===== src/rtl/guess_game_if.sv =====
// Button/enter inputs and game-status outputs of the number-guessing controller.
// The master side presses buttons; the slave side (the controller) reports results.
interface guess_game_if;
    logic       I1;
    logic       I2;
    logic       I3;
    logic       I4;
    logic       enter;
    logic       win;
    logic       lose;
    logic       equal;
    logic       bigger;
    logic       smaller;
    logic [3:0] nums;

    modport master (
        output I1, I2, I3, I4, enter,
        input  win, lose, equal, bigger, smaller, nums
    );

    modport slave (
        input  I1, I2, I3, I4, enter,
        output win, lose, equal, bigger, smaller, nums
    );
endinterface


===== src/rtl/guess_game_ctrl.sv =====
// Number-guessing game: type a secret with digit buttons 1..4, then guess it.
// Each guess reports equal/bigger/smaller; win or lose is sticky until reset.
module guess_game_ctrl #(
    parameter int MAX_TRIES  = 4,
    parameter int MAX_DIGITS = 5
) (
    input  logic          clk,
    input  logic          reset,
    guess_game_if.slave   bus
);

    localparam int BW = 2 * MAX_DIGITS;
    localparam int TW = $clog2(MAX_TRIES + 1);

    typedef enum logic [1:0] {
        S_SECRET = 2'd0,
        S_GUESS  = 2'd1,
        S_WIN    = 2'd2,
        S_LOSE   = 2'd3
    } state_t;

    state_t          r_state;
    logic [4:0]      r_prev;
    logic            r_armed;
    logic [BW-1:0]   r_buf;
    logic [3:0]      r_nums;
    logic [BW-1:0]   r_secret;
    logic [3:0]      r_slen;
    logic [TW-1:0]   r_tries;
    logic            r_win;
    logic            r_lose;
    logic            r_equal;
    logic            r_bigger;
    logic            r_smaller;

    state_t          w_state_nxt;
    logic [BW-1:0]   w_buf_nxt;
    logic [3:0]      w_nums_nxt;
    logic [BW-1:0]   w_secret_nxt;
    logic [3:0]      w_slen_nxt;
    logic [TW-1:0]   w_tries_nxt;
    logic            w_win_nxt;
    logic            w_lose_nxt;
    logic            w_equal_nxt;
    logic            w_bigger_nxt;
    logic            w_smaller_nxt;

    logic [4:0]      w_cur;
    logic [4:0]      w_evt;
    logic [3:0]      w_dig;
    logic            w_ent;
    logic            w_single;
    logic [1:0]      w_code;
    logic            w_eq;
    logic            w_gt;
    logic [TW-1:0]   w_tries_inc;
    logic [BW-1:0]   w_buf_app;

    // r_armed keeps the first cycle after reset from seeing a held button as a rising edge.
    assign w_cur       = {bus.enter, bus.I4, bus.I3, bus.I2, bus.I1};
    assign w_evt       = w_cur & ~r_prev & {5{r_armed}};
    assign w_dig       = w_evt[3:0];
    assign w_ent       = w_evt[4];
    assign w_single    = (w_dig != 4'd0) && ((w_dig & (w_dig - 4'd1)) == 4'd0);
    assign w_tries_inc = r_tries + TW'(1);
    assign w_buf_app   = (r_buf << 2) | BW'(w_code);

    // Unused high buffer bits stay zero, so equal-length entries compare as plain numbers.
    assign w_eq = (r_nums == r_slen) && (r_buf == r_secret);
    assign w_gt = (r_nums > r_slen) || ((r_nums == r_slen) && (r_buf > r_secret));

    // One-hot digit event to its 2-bit code (value minus one).
    always_comb begin
        w_code = 2'd0;
        case (w_dig)
            4'b0001: w_code = 2'd0;
            4'b0010: w_code = 2'd1;
            4'b0100: w_code = 2'd2;
            4'b1000: w_code = 2'd3;
            default: w_code = 2'd0;
        endcase
    end

    // Next-state and next-datapath logic of the game FSM.
    always_comb begin
        w_state_nxt   = r_state;
        w_buf_nxt     = r_buf;
        w_nums_nxt    = r_nums;
        w_secret_nxt  = r_secret;
        w_slen_nxt    = r_slen;
        w_tries_nxt   = r_tries;
        w_win_nxt     = r_win;
        w_lose_nxt    = r_lose;
        w_equal_nxt   = r_equal;
        w_bigger_nxt  = r_bigger;
        w_smaller_nxt = r_smaller;
        case (r_state)
            S_SECRET, S_GUESS: begin
                if (w_ent) begin
                    // An enter edge always drops any simultaneous digit.
                    if (r_nums != 4'd0) begin
                        w_buf_nxt  = '0;
                        w_nums_nxt = 4'd0;
                        if (r_state == S_SECRET) begin
                            w_secret_nxt = r_buf;
                            w_slen_nxt   = r_nums;
                            w_state_nxt  = S_GUESS;
                        end else begin
                            w_tries_nxt   = w_tries_inc;
                            w_equal_nxt   = w_eq;
                            w_bigger_nxt  = w_gt;
                            w_smaller_nxt = !w_eq && !w_gt;
                            if (w_eq) begin
                                w_win_nxt   = 1'b1;
                                w_state_nxt = S_WIN;
                            end else if (w_tries_inc == TW'(MAX_TRIES)) begin
                                w_lose_nxt  = 1'b1;
                                w_state_nxt = S_LOSE;
                            end else begin
                                w_state_nxt = S_GUESS;
                            end
                        end
                    end else begin
                        w_nums_nxt = r_nums;
                    end
                end else if (w_single && (r_nums < 4'(MAX_DIGITS))) begin
                    w_buf_nxt  = w_buf_app;
                    w_nums_nxt = r_nums + 4'd1;
                end else begin
                    w_buf_nxt = r_buf;
                end
            end
            S_WIN, S_LOSE: begin
                w_nums_nxt = 4'd0;
            end
            default: begin
                w_state_nxt = S_SECRET;
            end
        endcase
    end

    // State, datapath and registered result outputs.
    always_ff @(posedge clk or negedge reset) begin
        if (!reset) begin
            r_state   <= S_SECRET;
            r_prev    <= 5'd0;
            r_armed   <= 1'b0;
            r_buf     <= '0;
            r_nums    <= 4'd0;
            r_secret  <= '0;
            r_slen    <= 4'd0;
            r_tries   <= '0;
            r_win     <= 1'b0;
            r_lose    <= 1'b0;
            r_equal   <= 1'b0;
            r_bigger  <= 1'b0;
            r_smaller <= 1'b0;
        end else begin
            r_state   <= w_state_nxt;
            r_prev    <= w_cur;
            r_armed   <= 1'b1;
            r_buf     <= w_buf_nxt;
            r_nums    <= w_nums_nxt;
            r_secret  <= w_secret_nxt;
            r_slen    <= w_slen_nxt;
            r_tries   <= w_tries_nxt;
            r_win     <= w_win_nxt;
            r_lose    <= w_lose_nxt;
            r_equal   <= w_equal_nxt;
            r_bigger  <= w_bigger_nxt;
            r_smaller <= w_smaller_nxt;
        end
    end

    assign bus.win     = r_win;
    assign bus.lose    = r_lose;
    assign bus.equal   = r_equal;
    assign bus.bigger  = r_bigger;
    assign bus.smaller = r_smaller;
    assign bus.nums    = r_nums;

endmodule

===== src/flat_wrapper.sv =====
// flat-port wrapper written by rule: the top's interface ports become plain ports
module guess_game_ctrl_flat 
#(
    parameter int MAX_TRIES  = 4,
    parameter int MAX_DIGITS = 5
)
  (clk, reset, bus_I1, bus_I2, bus_I3, bus_I4, bus_enter, bus_win, bus_lose, bus_equal, bus_bigger, bus_smaller, bus_nums);
  guess_game_if bus_i ();
  input  logic clk;
  input  logic reset;
  input wire logic [$bits(bus_i.I1)-1:0] bus_I1;
  input wire logic [$bits(bus_i.I2)-1:0] bus_I2;
  input wire logic [$bits(bus_i.I3)-1:0] bus_I3;
  input wire logic [$bits(bus_i.I4)-1:0] bus_I4;
  input wire logic [$bits(bus_i.enter)-1:0] bus_enter;
  output wire logic [$bits(bus_i.win)-1:0] bus_win;
  output wire logic [$bits(bus_i.lose)-1:0] bus_lose;
  output wire logic [$bits(bus_i.equal)-1:0] bus_equal;
  output wire logic [$bits(bus_i.bigger)-1:0] bus_bigger;
  output wire logic [$bits(bus_i.smaller)-1:0] bus_smaller;
  output wire logic [$bits(bus_i.nums)-1:0] bus_nums;
  assign bus_i.I1 = bus_I1;
  assign bus_i.I2 = bus_I2;
  assign bus_i.I3 = bus_I3;
  assign bus_i.I4 = bus_I4;
  assign bus_i.enter = bus_enter;
  assign bus_win = bus_i.win;
  assign bus_lose = bus_i.lose;
  assign bus_equal = bus_i.equal;
  assign bus_bigger = bus_i.bigger;
  assign bus_smaller = bus_i.smaller;
  assign bus_nums = bus_i.nums;
  guess_game_ctrl #(.MAX_TRIES(MAX_TRIES), .MAX_DIGITS(MAX_DIGITS)) u_core (.clk(clk), .reset(reset), .bus(bus_i));
endmodule

===== config.mk =====
export PLATFORM = sky130hd
export DESIGN_NAME = guess_game_ctrl_flat
export DESIGN_NICKNAME = d
export VERILOG_FILES = /design/src/rtl/guess_game_if.sv /design/src/rtl/guess_game_ctrl.sv /design/src/flat_wrapper.sv
export SDC_FILE = /design/constraint.sdc
export NUM_CORES = 1
export LEC_CHECK = 0
export CAP_MARGIN = 20
export CORE_MARGIN = 8
export CORE_UTILIZATION = 35
export CTS_CLUSTER_SIZE = 28
export DETAILED_ROUTE_END_ITERATION = 8
export GPL_ROUTABILITY_DRIVEN = 0
export PLACE_DENSITY = 0.61
export SLEW_MARGIN = 40
export SYNTH_ARGS = -nofsm -noshare
export SYNTH_HDL_FRONTEND = slang
export SYNTH_SLANG_ARGS = --single-unit

===== constraint.sdc =====
create_clock -name clk -period 4.4 [get_ports clk]
set_input_delay 1.1 -clock clk [delete_from_list [all_inputs] [get_ports clk]]
set_output_delay 1.1 -clock clk [all_outputs]
set_load 0.05 [all_outputs]

==> flow_metrics.tcl <==
set metrics [dict create \
    outcome "complete, no violations" \
    combinationalPowerShare 0.054 \
    hold_class "flop to flop" \
    fin_ws_ns 1.545 \
    portBuffers 15 \
    synth_seq_cells 44 \
    yosysTopAreaCell "dfrtp_1" \
    endpoint "u_core.bus.bigger$_DFFE_PN0P_" \
    cts_buffer_depth 2 \
    drt_iter0_markers 86 \
    r2r_cells 6 \
    slew_viol_final 0 \
    start_util 0.3572 \
    postRouteAntennaNets 0 \
    clock_skew_ns 0.005743 \
    synth.cell_area_sq_um 2400 \
    dieArea_sq_um 9762 \
    htree_levels 2 \
    via_per_inst 5.153 \
    routedWlPerCell_microns 14.55 \
    drive_above_1_share 0.1674 \
    post-cts-setup-buffers 0 \
    fill_cells 643 \
    n_antenna_cell 0 \
    rr_endpoint "u_core.bus.bigger$_DFFE_PN0P_" \
    dr.pass1.iters 5 \
    clk_pin_slew_ns 0.08 \
    synth_edf_count 0 \
    endpoint_kind "flop" \
    worst-setup-path-type "input pin to flop" \
    grt_pass1_vias 1631 \
    coreArea_sq_um 6719 \
    max-slew-margin-rel 0.6179 \
    cts_tree "yes" \
    power_switching_uw 163.7 \
    tightest_slew_ns 0.5732 \
    seq_power_share 0.565 \
    syn_to_final_growth_pct 12.72 \
    p_clk_frac 0.381 \
    synth_top_area_share 0.4588 \
    cts_root_buffer "clkbuf_8" \
    cts_buffers 5 \
    ctsHoldBuffers 0 \
    final_hold_viol_count 0 \
    ir_drop_v 0.0001743 \
    io_pins 16 \
    synthArstFlopShare 1.000 \
    final_nets 258 \
    worstPathMaxFanout 11 \
    pre_cts_ws_ns 1.253 \
    wl_microns 4554 \
    required_ns 4.63 \
    synth_cells 216 \
    dp_hpwl_microns 3254 \
    max_cap_viol_count 0 \
    antenna_found_initial 0 \
    setup_viol 0 \
    die_y_microns 98.81 \
    cts_resized 0 \
    synth.distinct_cells 52 \
    startpoint_type "input pin" \
    drc 0 \
    vias 1613 \
    clock.fmax_mhz 350.2 \
    cp.arrival_ns 3.08 \
    holdWs_ns 0.4668 \
    timing.rr.start "u_core.bus.nums[0]$_DFFE_PN0P_" \
    p_per_area_nw_per_um2 268.2 \
    reg2reg_slack_ns 2.13 \
    yosysWarnings 0 \
    std_cell_rows 30 \
    grt_setup_unrepaired "false" \
    post-route-period-util 0.6489 \
    grt_max_degree 45 \
    grt_first_pass_wirelength_microns 7838 \
    p_int_uw 561.6 \
    synth-main-ff-cell "dfrtp_1" \
    p_leak_nw 1.274 \
    cp-startpoint "bus_enter" \
    clock-sinks 44 \
    die_x_microns 98.81 \
    track_usage 0.1005 \
    clk_latency_ns 0.30 \
    ys_seq_area_frac 0.4588 \
    syn_nets 241 \
    avgSynthCellArea_sq_um 11.11 \
    overflow 0 \
    tns_ns 0 \
    switching_share 0.2257 \
    synth_area_leaders "dfrtp_1 (46%), ha_1 (9.4%), a22o_2 (3.3%)" \
    period_needed_ns 2.855 \
]
cells in the final DEF, fill, tap and decap left out, types with 3 or more instances in the layout:
cell type / synthesis / routed
dfrtp_1: 44 / 44
clkbuf_8: 0 / 7
ha_1: 18 / 18
inv_1: 19 / 19
a22o_2: 8 / 8
mux2_2: 3 / 3
nand3_1: 6 / 6
o21ai_1: 3 / 3
o21ai_0: 15 / 15
nand2_1: 19 / 19
nor2b_4: 3 / 3
xnor2_1: 3 / 3
clkdlybuf4s50_1: 0 / 14
a21oi_1: 8 / 8
nand4b_1: 3 / 3
a21o_1: 3 / 3
nand4_1: 3 / 3
nor2_1: 7 / 7
o211ai_1: 4 / 4
cells by family (layout without fill, tap and decap cells):
family                   Yosys count  count (layout)  share of synthesized area
buffers and inverters             25              42                    0.04900
AO/OA/AOI/OAI                     59              59                     0.1924
other                              1               1                   0.001563
adder cells (fa/ha/maj)           18              18                    0.09385
flip-flops                        44              44                     0.4588
XOR/XNOR                           6               6                    0.02503
AND/OR/NAND/NOR                   58              58                     0.1569
multiplexers                       5               5                    0.02242
through the flow:
stage / power (mW) / instances / utilization / instance area (sq um)
2_1_floorplan: 0.4407 / 216 / - / 2400
3_3_place_gp: 0.4569 / 306 / 0.3879 / 2606
3_5_place_dp: 0.4577 / 306 / 0.3883 / 2609
4_1_cts: 0.7374 / 313 / 0.4026 / 2705
5_1_grt: 0.7594 / 313 / 0.4026 / 2705
6_report: 0.7254 / 313 / 0.4026 / 2705
worst min path at each step:
stage,startpoint,end,depth (start not counted)
floorplan,u_core.r_tries[2]$_DFFE_PN0P_,u_core.r_tries[2]$_DFFE_PN0P_,1
global placement,u_core.bus.lose$_DFFE_PN0P_,u_core.bus.lose$_DFFE_PN0P_,1
detailed placement,u_core.bus.lose$_DFFE_PN0P_,u_core.bus.lose$_DFFE_PN0P_,1
CTS,u_core.bus.lose$_DFFE_PN0P_,u_core.bus.lose$_DFFE_PN0P_,1
global route,u_core.bus.lose$_DFFE_PN0P_,u_core.bus.lose$_DFFE_PN0P_,1
finish,u_core.bus.lose$_DFFE_PN0P_,u_core.bus.lose$_DFFE_PN0P_,1
cell usage after synthesis, types with 4 or more instances:
| cell | count |
|---|---|
| nor2_1 | 7 |
| a22o_2 | 8 |
| dfrtp_1 | 44 |
| nand3_1 | 6 |
| o211ai_1 | 4 |
| nand2_1 | 19 |
| a21oi_1 | 8 |
| o21ai_0 | 15 |
| inv_1 | 19 |
| ha_1 | 18 |
registers in the layout, summed over array words and instances, names as in the netlist:
| name | count |
|---|---|
| u_core.r_armed | 1 |
| u_core.bus.nums | 4 |
| u_core.r_tries | 3 |
| u_core.r_slen | 4 |
| u_core.bus.bigger | 1 |
| u_core.r_buf | 10 |
| u_core.bus.lose | 1 |
| u_core.bus.win | 1 |
| u_core.r_secret | 10 |
| u_core.bus.equal | 1 |
| u_core.r_state | 2 |
| u_core.r_prev | 5 |
| u_core.bus.smaller | 1 |
power by group through the flow:
stage          clock [mW]  sequential (mW)  combinational, mW
6_report            0.277            0.410             0.0390
5_1_grt             0.305            0.410             0.0439
4_1_cts             0.288            0.410             0.0400
3_5_place_dp            0            0.418             0.0398
3_3_place_gp            0            0.418             0.0389
2_1_floorplan           0            0.416             0.0245
area by class of cell:
class	instances	area [sq um]	share of cell area
well taps	80	100.1	0.03700
repair buffers	16	155.1	0.05735
multi-input cells	147	1181	0.4366
inverters	19	71.32	0.02636
flip-flops and latches	44	1101	0.4070
clock buffers	7	96.34	0.03562
critical path, stage by stage:
cell and delay, ns:
clkdlybuf4s50_1 0.56, nand3b_4 0.12, a21oi_2 0.24, nand3_1 0.39
or3_1 0.52, o21ai_1 0.14
routing by layer:
metal  GRT usage  routed length (microns)  up-vias
li1            -                        -      806
met1      0.1275                     2222      783
met2      0.1580                     2105       17
met3     0.02748                      157        7
met4     0.03896                       68        0
met5           0                        0        -
No activity file was read; power rests on OpenSTA's default activity.
